File: src/rtl/rng_draw_arbiter.sv
// Round-robin arbiter sharing one 4-bit Fibonacci LFSR (x^4+x^3+1) among N_REQ
// requesters; each grant returns one unbiased digit 0..9 by rejection sampling.
module rng_draw_arbiter #(
  parameter int          N_REQ = 4,
  parameter logic [3:0]  SEED  = 4'b1011
) (
  input  logic             clk,
  input  logic             rst,
  input  logic [N_REQ-1:0] req,
  input  logic             seed_load,
  input  logic [3:0]       seed_in,
  output logic             busy,
  output logic             rsp_valid,
  output logic [N_REQ-1:0] rsp_gnt,
  output logic [3:0]       rsp_digit,
  output logic [7:0]       rej_cnt
);

  localparam int PW = (N_REQ > 1) ? $clog2(N_REQ) : 1;

  typedef enum logic [1:0] {IDLE, DRAW, DONE} state_t;

  state_t        state_q, state_d;
  logic [3:0]    lfsr_q, lfsr_d;
  logic [PW-1:0] owner_q, owner_d;
  logic [PW-1:0] rr_q, rr_d;
  logic [3:0]    digit_q, digit_d;
  logic [7:0]    rej_q, rej_d;

  logic [3:0]    nxt;
  logic          found;
  logic [PW-1:0] pick;
  int unsigned   idx;

  assign nxt = {lfsr_q[2:0], lfsr_q[3] ^ lfsr_q[2]};

  // First set request at or after rr_q, scanning circularly without a modulo.
  always_comb begin
    found = 1'b0;
    pick  = '0;
    idx   = 0;
    for (int unsigned i = 0; i < N_REQ; i++) begin
      idx = 32'(rr_q) + i;
      if (idx >= N_REQ) idx = idx - N_REQ;
      for (int unsigned j = 0; j < N_REQ; j++) begin
        if (!found && req[j] && (j == idx)) begin
          found = 1'b1;
          pick  = PW'(j);
        end
      end
    end
  end

  always_comb begin
    state_d = state_q;
    lfsr_d  = lfsr_q;
    owner_d = owner_q;
    rr_d    = rr_q;
    digit_d = digit_q;
    rej_d   = rej_q;
    case (state_q)
      IDLE: begin
        if (seed_load) begin
          lfsr_d = (seed_in == 4'd0) ? SEED : seed_in;
        end else if (found) begin
          owner_d = pick;
          state_d = DRAW;
        end
      end
      DRAW: begin
        lfsr_d = nxt;
        if ((nxt != 4'd0) && (nxt <= 4'd10)) begin
          digit_d = nxt - 4'd1;
          state_d = DONE;
        end else if (rej_q != 8'hFF) begin
          rej_d = rej_q + 8'd1;
        end
      end
      DONE: begin
        if (owner_q == PW'(N_REQ - 1)) rr_d = '0;
        else                           rr_d = owner_q + 1'b1;
        state_d = IDLE;
      end
      default: state_d = IDLE;
    endcase
  end

  always_ff @(posedge clk) begin
    if (rst) begin
      state_q <= IDLE;
      lfsr_q  <= SEED;
      owner_q <= '0;
      rr_q    <= '0;
      digit_q <= '0;
      rej_q   <= '0;
    end else begin
      state_q <= state_d;
      lfsr_q  <= lfsr_d;
      owner_q <= owner_d;
      rr_q    <= rr_d;
      digit_q <= digit_d;
      rej_q   <= rej_d;
    end
  end

  always_comb begin
    rsp_gnt = '0;
    for (int unsigned j = 0; j < N_REQ; j++) begin
      rsp_gnt[j] = (state_q == DONE) && (owner_q == PW'(j));
    end
  end

  assign busy      = (state_q != IDLE);
  assign rsp_valid = (state_q == DONE);
  assign rsp_digit = digit_q;
  assign rej_cnt   = rej_q;

endmodule

File: config.mk
export PLATFORM = sky130hd
export DESIGN_NAME = rng_draw_arbiter
export DESIGN_NICKNAME = d
export VERILOG_FILES = /design/src/rtl/rng_draw_arbiter.sv
export SDC_FILE = /design/constraint.sdc
export NUM_CORES = 1
export LEC_CHECK = 0
export ABC_CLOCK_PERIOD_IN_PS = 5100
export BUFFER_PORTS_ARGS = -buffer_cell sky130_fd_sc_hd__buf_2
export CAP_MARGIN = 20
export CORE_UTILIZATION = 30
export CTS_BUF_LIST = sky130_fd_sc_hd__clkbuf_16
export DETAILED_ROUTE_END_ITERATION = 8
export GPL_ROUTABILITY_DRIVEN = 0
export PLACE_DENSITY_LB_ADDON = 0.2
export RECOVER_POWER = 50
export REMOVE_ABC_BUFFERS = 1
export SLEW_MARGIN = 10
export SYNTH_ARGS = -nofsm -noshare
export SYNTH_HDL_FRONTEND = slang
export SYNTH_SLANG_ARGS = --single-unit
File: constraint.sdc
create_clock -name clk -period 5.1 [get_ports clk]
set_clock_uncertainty 0.1 [all_clocks]
set_input_delay 0.255 -clock clk [delete_from_list [all_inputs] [get_ports clk]]
set_output_delay 0.255 -clock clk [all_outputs]
set_load 0.005 [all_outputs]
==> results.sh <==
export IMPL_cts_root_buf="clkbuf_16"
export IMPL_io_pins=29
export IMPL_grt_usage=0.1239
export IMPL_whs_ps=183.2
export IMPL_drt_iter0_drc=32
export IMPL_worst_slew_pin_slew_ps=519.0
export IMPL_peakVddDrop_uv=174.7
export IMPL_clk_path_buf_depth=2
export IMPL_fin_crit_ps=2218
export IMPL_status="finished, final reports clean"
export IMPL_nNetsFinal=201
export IMPL_clock_latency_ps=250
export IMPL_synth_top_family_by_area="simple AND/OR/NAND/NOR gates"
export IMPL_synth_top_cells_by_count="dfxtp_1, nor2_1, a21oi_1, o21ai_0"
export IMPL_critPathMaxFanout=11
export IMPL_antenna_cells=0
export IMPL_place_ws_ps=2892
export IMPL_tns_ps=0
export IMPL_coreArea_sq_um=4058
export IMPL_yosysSeqAreaShare=0.3444
export IMPL_yosysUniqueCellTypes=41
export IMPL_wirelength_mm=2.477
export IMPL_firstDrtPassIters=3
export IMPL_synth_area_leaders="dfxtp_1, ha_1, nor2_1"
export IMPL_synth_compound_area_frac=0.1585
export IMPL_start_util=0.3151
export IMPL_setup_viol=0
export IMPL_overflow=0
export IMPL_worstPathArrival_ps=2300
export IMPL_clk_pin_slew_ps=60
export IMPL_synth_xor_area_frac=0.02055
export IMPL_die_x_um=67.29
export IMPL_synth_simple_gate_area_share=0.2916
export IMPL_routedWlPerCell_um=10.77
export IMPL_hold_viol_final=0
export IMPL_dieArea_sq_um=4527
export IMPL_p_leak_nw=0.6550
export IMPL_dp_hpwl_mm=1.936
export IMPL_grt_max_degree=23
export IMPL_cts_sinks=22
export IMPL_vias=1120
export IMPL_fin_crit_sh=0.4350
export IMPL_synth_seq_cells=22
export IMPL_ys_warn_count=0
export IMPL_end_kind="flop"
export IMPL_worst_slack_ps=2882
export IMPL_startpoint_type="flop"
export IMPL_h_tree_depth=1
export IMPL_max_freq_mhz=450.8
export IMPL_synthCells=156
export IMPL_grt_pass1_vias=1042
export IMPL_synth_area_mux_share=0.05479
export IMPL_synth_top_area_share=0.3444
export IMPL_synthAdderAreaFrac=0.07828
export IMPL_final_area_sq_um=1510
export IMPL_drc=0
export IMPL_netlist_area_sq_um=1279
export IMPL_ant_nets=0
export IMPL_grt_pass1_wl_mm=4.264
export IMPL_power_density_nw_per_um2=298.8
export IMPL_post_cts_buffers=0
export IMPL_drv_slew=0
export IMPL_grt_antenna_before_repair=0
export IMPL_cap_viol_max_count=0
export IMPL_rows=23
export IMPL_criticalPathCategory="flop to flop"
export IMPL_vias_per_cell=4.870
export IMPL_rsz0062_at_grt="false"
export IMPL_place_area_sq_um=1445
export IMPL_drive_gt1_frac=0.1611
export IMPL_port_buffers=28
export IMPL_synth_top_area_cell="dfxtp_1"
export IMPL_cts_resized=0
export IMPL_cts_buffers=3
export IMPL_required_ps=5180
export IMPL_cts_tree="done"
export IMPL_syn_avg_cell_area_sq_um=8.197
export IMPL_slew_headroom=0.6517
export IMPL_cts_hold_fix_buffers=0
export IMPL_synth_ff_type="dfxtp_1"
export IMPL_min_path_type="primary input to flop"
export IMPL_die_h_um=67.29
export IMPL_synth_edf_count=0
export IMPL_areaGrowthSynthToFinish_pct=18.10
export IMPL_async_flop_share=0
[power by group]
group | internal [mW] | switching (mW) | leakage (nW)
clock | 0.103 | 0.0568 | 0.0370
combinational | 0.0391 | 0.0490 | 0.439
sequential | 0.186 | 0.0172 | 0.179
total | 0.328 | 0.123 | 0.655
[layout by cell type (no fill, tap or decap), types with 2 or more instances in the layout]
cell       netlist  routed
nor2_1          22      23
buf_2            2      22
dfxtp_1         22      22
a21oi_1         11      11
o21ai_0         11      11
inv_1            8       8
ha_1             8       8
mux2i_1          7       7
nand2_1          7       7
nor3_1           7       7
nand3_1          6       6
clkbuf_1         4       6
and2_1           4       4
a211oi_1         3       3
or3_1            3       3
clkbuf_16        0       3
xor2_1           2       2
nor2b_1          2       2
or2_1            2       2
nand4_1          2       2
o31ai_1          2       2
[path summary, 6_finish.rpt]
check / slack, ps / end / from / depth (start not counted)
setup / recovery: 2880 / rej_cnt[5] / lfsr_q[2] / 6
hold / removal: 180 / lfsr_q[3] / seed_in[3] / 3
setup reg to reg: 2880 / rej_cnt[5] / lfsr_q[2] / 6
hold reg to reg: 370 / rsp_digit[1] / rsp_digit[1] / 2
[routing by layer]
layer,vias up,global-route usage,share of wire
met2,18,0.2163,0.47
li1,595,-,-
met4,0,0.04787,0.015
met5,-,0,0
met1,503,0.1402,0.47
met3,4,0.03716,0.042
[area by class of cell]
cell class,count,area [sq um]
fillers,439,2547
well taps,50,62.56
multi-input cells,119,769.5
clock buffers,3,75.07
repair buffers,28,132.6
inverters,8,30.03
flip-flops and latches,22,440.4
[stage by stage]
stage          instances  total power, mW    util
2_1_floorplan        149           0.2667       -
3_3_place_gp         227           0.2953  0.3562
3_5_place_dp         227           0.2972  0.3562
4_1_cts              230           0.4601  0.3747
5_1_grt              230           0.4850  0.3722
6_report             230           0.4513  0.3722
[kinds of logic (layout without fill, tap and decap cells)]
group,count (synthesis),count (layout)
AND/OR/NAND/NOR,67,67
adder cells (fa/ha/maj),8,8
XOR/XNOR,3,3
multiplexers,7,7
AO/OA/AOI/OAI,34,34
flip-flops,22,22
buffers and inverters,15,39
[sequential cells by signal, summed over array words and instances, names as in the netlist]
signal and cells:
rej_cnt 8, state_q 2, owner_q 2, rsp_digit 4
rr_q 2, lfsr_q 4
[critical path: stages (launching register included)]
cell and delay [ps]:
dfxtp_1 390, xnor2_1 420, ha_1 260, nor4b_4 230, o21ai_2 180, or4_1 420
a21oi_1 150
Power figures use the tool's default switching activity.
